$ cat src/rtl/mem_port_arbiter.sv
// Arbitrates a single-port memory between instruction fetch and load/store.
// Handles lane steering and load extension, and times out requests the memory never answers.

module mem_port_lane #(
    parameter int LANE = 0
) (
    input  logic [1:0]  size,
    input  logic [1:0]  ofs,
    input  logic [31:0] wdata,
    output logic        be,
    output logic [7:0]  wbyte
);
    localparam logic [1:0] LID = 2'(LANE);

    always_comb begin
        be    = 1'b0;
        wbyte = wdata[7:0];
        case (size)
            2'b00: begin
                be    = 1'b1;
                wbyte = wdata[8*LANE +: 8];
            end
            2'b01: begin
                be    = (ofs[1] == LID[1]);
                wbyte = wdata[8*(LANE%2) +: 8];
            end
            2'b10: begin
                be    = (ofs == LID);
                wbyte = wdata[7:0];
            end
            default: ;
        endcase
    end
endmodule

module mem_port_arbiter #(
    parameter int MAX_WAIT   = 16,
    parameter int DATA_BURST = 2
) (
    input  logic        clk,
    input  logic        reset,
    input  logic        if_req,
    input  logic [31:0] if_addr,
    output logic [31:0] if_rdata,
    output logic        if_ack,
    input  logic        d_read,
    input  logic        d_write,
    input  logic [31:0] d_addr,
    input  logic [31:0] d_wdata,
    input  logic [1:0]  d_size,
    input  logic        d_signed,
    output logic [31:0] d_rdata,
    output logic        d_ack,
    output logic        d_err,
    output logic        mem_req,
    output logic        mem_we,
    output logic [31:0] mem_addr,
    output logic [3:0]  mem_be,
    output logic [31:0] mem_wdata,
    input  logic [31:0] mem_rdata,
    input  logic        mem_ready,
    output logic        stall
);
    localparam int          NUM_LANES = 4;
    localparam int          WW        = $clog2(MAX_WAIT + 1);
    localparam int          BW        = $clog2(DATA_BURST + 1);
    localparam logic [31:0] NOP       = 32'h0000_0013;

    typedef enum logic [1:0] {IDLE, FETCH, DATA} state_t;

    typedef struct packed {
        logic       we;
        logic [1:0] size;
        logic       sgn;
        logic [1:0] ofs;
    } ld_req_t;

    state_t  state, state_nxt;
    ld_req_t ld_q;
    logic [WW-1:0] wait_cnt;
    logic [BW-1:0] burst_cnt;

    logic [NUM_LANES-1:0]      lane_be;
    logic [NUM_LANES-1:0][7:0] lane_wdata;

    logic if_pend, d_pend, grant_en, d_illegal, burst_cap;
    logic take_d, take_f, bad_d, tmo;
    logic [31:0] ld_shift, ld_data;

    for (genvar i = 0; i < NUM_LANES; i++) begin : g_lane
        mem_port_lane #(.LANE(i)) u_lane (
            .size  (d_size),
            .ofs   (d_addr[1:0]),
            .wdata (d_wdata),
            .be    (lane_be[i]),
            .wbyte (lane_wdata[i])
        );
    end

    assign if_pend = if_req & ~if_ack;
    assign d_pend  = (d_read | d_write) & ~d_ack;
    assign stall   = if_pend | d_pend;

    // The cycle carrying an ack is a turnaround: a data requester that keeps
    // its request held then competes against a waiting fetch on equal terms.
    assign grant_en  = (state == IDLE) & ~if_ack & ~d_ack;
    assign d_illegal = (d_size == 2'b11) | ((d_size == 2'b01) & d_addr[0]) |
                       ((d_size == 2'b00) & (|d_addr[1:0]));
    assign burst_cap = (burst_cnt == BW'(DATA_BURST)) & if_pend;
    assign take_d    = grant_en & d_pend & ~d_illegal & ~burst_cap;
    assign take_f    = grant_en & if_pend & ~take_d;
    assign bad_d     = grant_en & d_pend & d_illegal;
    assign tmo       = (wait_cnt == WW'(MAX_WAIT - 1));

    always_comb begin
        ld_shift = mem_rdata >> {ld_q.ofs, 3'b000};
        ld_data  = ld_shift;
        case (ld_q.size)
            2'b01:   ld_data = {{16{ld_q.sgn & ld_shift[15]}}, ld_shift[15:0]};
            2'b10:   ld_data = {{24{ld_q.sgn & ld_shift[7]}}, ld_shift[7:0]};
            default: ;
        endcase
    end

    always_comb begin
        state_nxt = state;
        case (state)
            IDLE: begin
                if (take_d)      state_nxt = DATA;
                else if (take_f) state_nxt = FETCH;
            end
            default: begin
                if (mem_ready || tmo) state_nxt = IDLE;
            end
        endcase
    end

    always_ff @(posedge clk) begin
        if (!reset) begin
            state     <= IDLE;
            wait_cnt  <= '0;
            burst_cnt <= '0;
            ld_q      <= '0;
            if_rdata  <= '0;
            if_ack    <= 1'b0;
            d_rdata   <= '0;
            d_ack     <= 1'b0;
            d_err     <= 1'b0;
            mem_req   <= 1'b0;
            mem_we    <= 1'b0;
            mem_addr  <= '0;
            mem_be    <= '0;
            mem_wdata <= '0;
        end else begin
            state    <= state_nxt;
            if_ack   <= 1'b0;
            if_rdata <= '0;
            d_ack    <= 1'b0;
            d_err    <= 1'b0;
            d_rdata  <= '0;
            case (state)
                IDLE: begin
                    if (take_d) begin
                        mem_req   <= 1'b1;
                        mem_we    <= d_write;
                        mem_addr  <= d_addr & ~32'h3;
                        mem_be    <= lane_be;
                        mem_wdata <= lane_wdata;
                        ld_q      <= '{we: d_write, size: d_size, sgn: d_signed, ofs: d_addr[1:0]};
                        wait_cnt  <= '0;
                        if (burst_cnt != BW'(DATA_BURST)) burst_cnt <= burst_cnt + 1'b1;
                    end else if (take_f) begin
                        mem_req   <= 1'b1;
                        mem_we    <= 1'b0;
                        mem_addr  <= if_addr & ~32'h3;
                        mem_be    <= 4'b1111;
                        mem_wdata <= '0;
                        wait_cnt  <= '0;
                        burst_cnt <= '0;
                    end else if (!if_pend) begin
                        burst_cnt <= '0;
                    end
                    if (bad_d) begin
                        d_ack <= 1'b1;
                        d_err <= 1'b1;
                    end
                end
                default: begin
                    // A ready arriving on the last allowed cycle still completes normally.
                    if (mem_ready || tmo) begin
                        mem_req <= 1'b0;
                        mem_we  <= 1'b0;
                        mem_be  <= '0;
                        if (state == FETCH) begin
                            if_ack   <= 1'b1;
                            if_rdata <= mem_ready ? mem_rdata : NOP;
                        end else begin
                            d_ack   <= 1'b1;
                            d_err   <= ~mem_ready;
                            d_rdata <= (mem_ready && !ld_q.we) ? ld_data : '0;
                        end
                    end else begin
                        wait_cnt <= wait_cnt + 1'b1;
                    end
                end
            endcase
        end
    end
endmodule

$ cat config.mk
export PLATFORM = sky130hd
export DESIGN_NAME = mem_port_arbiter
export DESIGN_NICKNAME = d
export VERILOG_FILES = /design/src/rtl/mem_port_arbiter.sv
export SDC_FILE = /design/constraint.sdc
export NUM_CORES = 1
export LEC_CHECK = 0
export CAP_MARGIN = 15
export CORE_MARGIN = 2
export CORE_UTILIZATION = 40
export CTS_CLUSTER_SIZE = 20
export DETAILED_ROUTE_END_ITERATION = 8
export PLACE_DENSITY = 0.81
export REMOVE_ABC_BUFFERS = 1
export SLEW_MARGIN = 30
export SYNTH_ARGS = -nofsm -noshare
export SYNTH_HDL_FRONTEND = slang
export SYNTH_SLANG_ARGS = --single-unit
$ cat constraint.sdc
create_clock -name clk -period 2.8 [get_ports clk]
set_input_delay 0.56 -clock clk [delete_from_list [all_inputs] [get_ports clk]]
set_output_delay 0.56 -clock clk [all_outputs]
set_load 0.01 [all_outputs]
==> results.json <==
{
  "finalCriticalPeriod_ns": 2.43,
  "final_area_sq_mm": 0.00999,
  "dp_slack_ns": 0.0230,
  "final.setup_skew_ns": 0.0125,
  "end_kind": "primary output",
  "grt_util_all_layers": 0.227,
  "syn_area_sq_mm": 0.00644,
  "post-route-period-util": 0.867,
  "cts_tree": "built",
  "startpoint": "d_write",
  "worstSetupPathType": "input pin to primary output",
  "setup_viol": 0,
  "initial_core_util": 0.407,
  "firstDrtPassIters": 4,
  "fill_cells": 1333,
  "syn_area_per_cell_sq_um": 8.76,
  "gr-total-overflow": 0,
  "hold_violations": 0,
  "rr_endpoint": "mem_addr[19]$_SDFFE_PN0P_",
  "finalWirelength_microns": 19500,
  "drc": 0,
  "max_freq_ghz": 0.412,
  "grt_pass1_wl_microns": 30300,
  "first_global_vias": 5982,
  "cts_hold_buf": 0,
  "async_reset_ff_frac": 0,
  "ys_ff_latch": 150,
  "synth_edf_count": 0,
  "p_clk_frac": 0.371,
  "power.total_w": 0.00592,
  "holdWs_ns": 0.454,
  "drive_above_1_share": 0.119,
  "fin_cells": 1220,
  "rsz0062_at_grt": "false",
  "worst_pin_slew_ns": 0.870,
  "cts_root_buf": "clkbuf_16",
  "antenna_found_initial": 0,
  "final_nets": 1133,
  "die_width_microns": 131,
  "num_io_pins": 275,
  "core_area_sq_mm": 0.0158,
  "post_cts_resized": 0,
  "p_sw_w": 0.00174,
  "htreeDepth": 4,
  "area_growth_pct": 55.1,
  "intPower_w": 0.00417,
  "synthCells": 735,
  "port_buffers": 270,
  "gp_congestion": 0.825,
  "worstPathRequired_ns": 2.24,
  "status": "finished clean",
  "post-cts-setup-buffers": 0,
  "holdCritPathClass": "flip-flop to flip-flop",
  "worstSkewPairLatency_ns": 0.43,
  "worst_slack_ns": 0.372,
  "ys_seq_area_frac": 0.466,
  "powerDensity_mw_per_mm2": 592,
  "drt_iter0_markers": 391,
  "postRouteAntennaNets": 0,
  "dieArea_sq_mm": 0.0171,
  "viasPerCell": 5.14,
  "cts.sinks": 150,
  "finalMaxSlewViolations": 0,
  "leakage_nw": 3.69,
  "numCtsBuffers": 17,
  "endpoint": "stall",
  "yosysTopAreaCell": "dfxtp_1",
  "synth_cell_types": 48,
  "reg2reg_setup_slack_ns": 0.52,
  "ys_top_cells_by_area": "dfxtp_1, nand2_1, a311oi_2, a21oi_1, mux2_2",
  "hpwl_microns": 13900,
  "critical_path.reg2reg.startpoint": "state[0]$_SDFFE_PN0P_",
  "grt_start_max_net_pins": 54,
  "synthFlopType": "dfxtp_1",
  "num_rows": 46,
  "netlist.area_leader.share": 0.466,
  "antenna_cells": 0,
  "clk_path_buf_depth": 2,
  "dieHeight_microns": 131,
  "final_cell_mix": "clkdlybuf4s50_1, dfxtp_1, nand2_1, a21oi_1, nor2_1",
  "clkTransAtPathRegs_ns": 0.06,
  "power_frac_comb": 0.230,
  "sequentialPowerShare": 0.399,
  "final_common_cell": "clkdlybuf4s50_1",
  "maxCapViolCount": 0,
  "wl_per_cell_microns": 16.0,
  "cp-start-kind": "input pin",
  "worstPathArrival_ns": 1.87,
  "r2r_cells": 6,
  "via_count": 6275,
  "synth_warnings": 0,
  "place_inst": 1188,
  "placement.cell_area_sq_mm": 0.00943,
  "cp_max_fo": 2,
  "p_sw_frac": 0.295,
  "ir_drop_uv": 377,
  "slew_headroom": 0.419
}
==> power by group through the flow <==
stage | Clock [W] | Sequential (W) | Combinational, W
CTS | 0.00224 | 0.00236 | 0.00137
global route | 0.00233 | 0.00238 | 0.00148
floorplan | 0 | 0.00247 | 0.000546
detailed placement | 0 | 0.00240 | 0.00136
global placement | 0 | 0.00240 | 0.00134
finish | 0.00220 | 0.00236 | 0.00136
==> flip-flops by register name (all words and copies together) (netlist names), 2 cells and up <==
name / count
d_rdata: 32
if_rdata: 32
mem_wdata: 32
mem_addr: 30
ld_q: 6
wait_cnt: 5
mem_be: 4
burst_cnt: 2
state: 2
==> routing by layer <==
| layer | GRT usage | share of wire | vias to the layer above |
|---|---|---|---|
| met2 | 0.393 | 0.49 | 273 |
| met4 | 0.0807 | 0.020 | 0 |
| met3 | 0.0786 | 0.099 | 33 |
| met5 | 0 | 0 | - |
| li1 | - | - | 3054 |
| met1 | 0.260 | 0.39 | 2915 |
==> worst max-delay path, cell delays in order <==
cell             delay [ns]
clkdlybuf4s50_1        0.50
nor2_1                 0.07
o21ai_0                0.15
clkdlybuf4s50_1        0.59
==> cells in the mapped netlist (all sizes together) (2+ instances only) <==
cell and number:
dfxtp 150, nand2 143, a21oi 78, nor2 46, clkbuf 38, nand3 35, a311oi 30, and2 30
buf 27, o21ai 23, mux2 17, mux2i 17, a211oi 15, nand2b 12, nor2b 10, inv 9
a21o 8, nand4 7, ha 5, nor3 4, o311ai 4, or2 3, or3 3, a211o 2
a31oi 2, nand4b 2
==> area by class of cell <==
type,count,area [sq um],area share
clock buffers,19,453,0.0453
multi-input cells,512,3110,0.311
clock inverters,13,109,0.0109
inverters,9,35.0,0.00351
flip-flops and latches,150,3000,0.301
repair buffers,301,3010,0.301
well taps,216,270,0.0271
==> through the flow <==
step	setup TNS (ns)	utilization
global route	0	0.631
finish	0	0.631
global placement	0	0.596
floorplan	-69.29	-
detailed placement	0	0.596
CTS	0	0.631
==> worst min path at each step <==
stage	from	depth (start not counted)	endpoint	slack, ns
2_1_floorplan	ld_q[5]$_SDFFE_PN0P_	2	ld_q[5]$_SDFFE_PN0P_	0.43
3_3_place_gp	ld_q[5]$_SDFFE_PN0P_	2	ld_q[5]$_SDFFE_PN0P_	0.44
3_5_place_dp	ld_q[5]$_SDFFE_PN0P_	2	ld_q[5]$_SDFFE_PN0P_	0.45
4_1_cts	ld_q[5]$_SDFFE_PN0P_	2	ld_q[5]$_SDFFE_PN0P_	0.46
5_1_grt	ld_q[5]$_SDFFE_PN0P_	2	ld_q[5]$_SDFFE_PN0P_	0.48
6_report	ld_q[5]$_SDFFE_PN0P_	2	ld_q[5]$_SDFFE_PN0P_	0.45
==> cell families after synthesis <==
family,share of synthesized area
buffers and inverters,0.0548
other,0.000582
AND/OR/NAND/NOR,0.214
adder cells (fa/ha/maj),0.00971
XOR/XNOR,0.00136
AO/OA/AOI/OAI,0.197
multiplexers,0.0561
flip-flops,0.466
(Power assumes the default switching activity.)
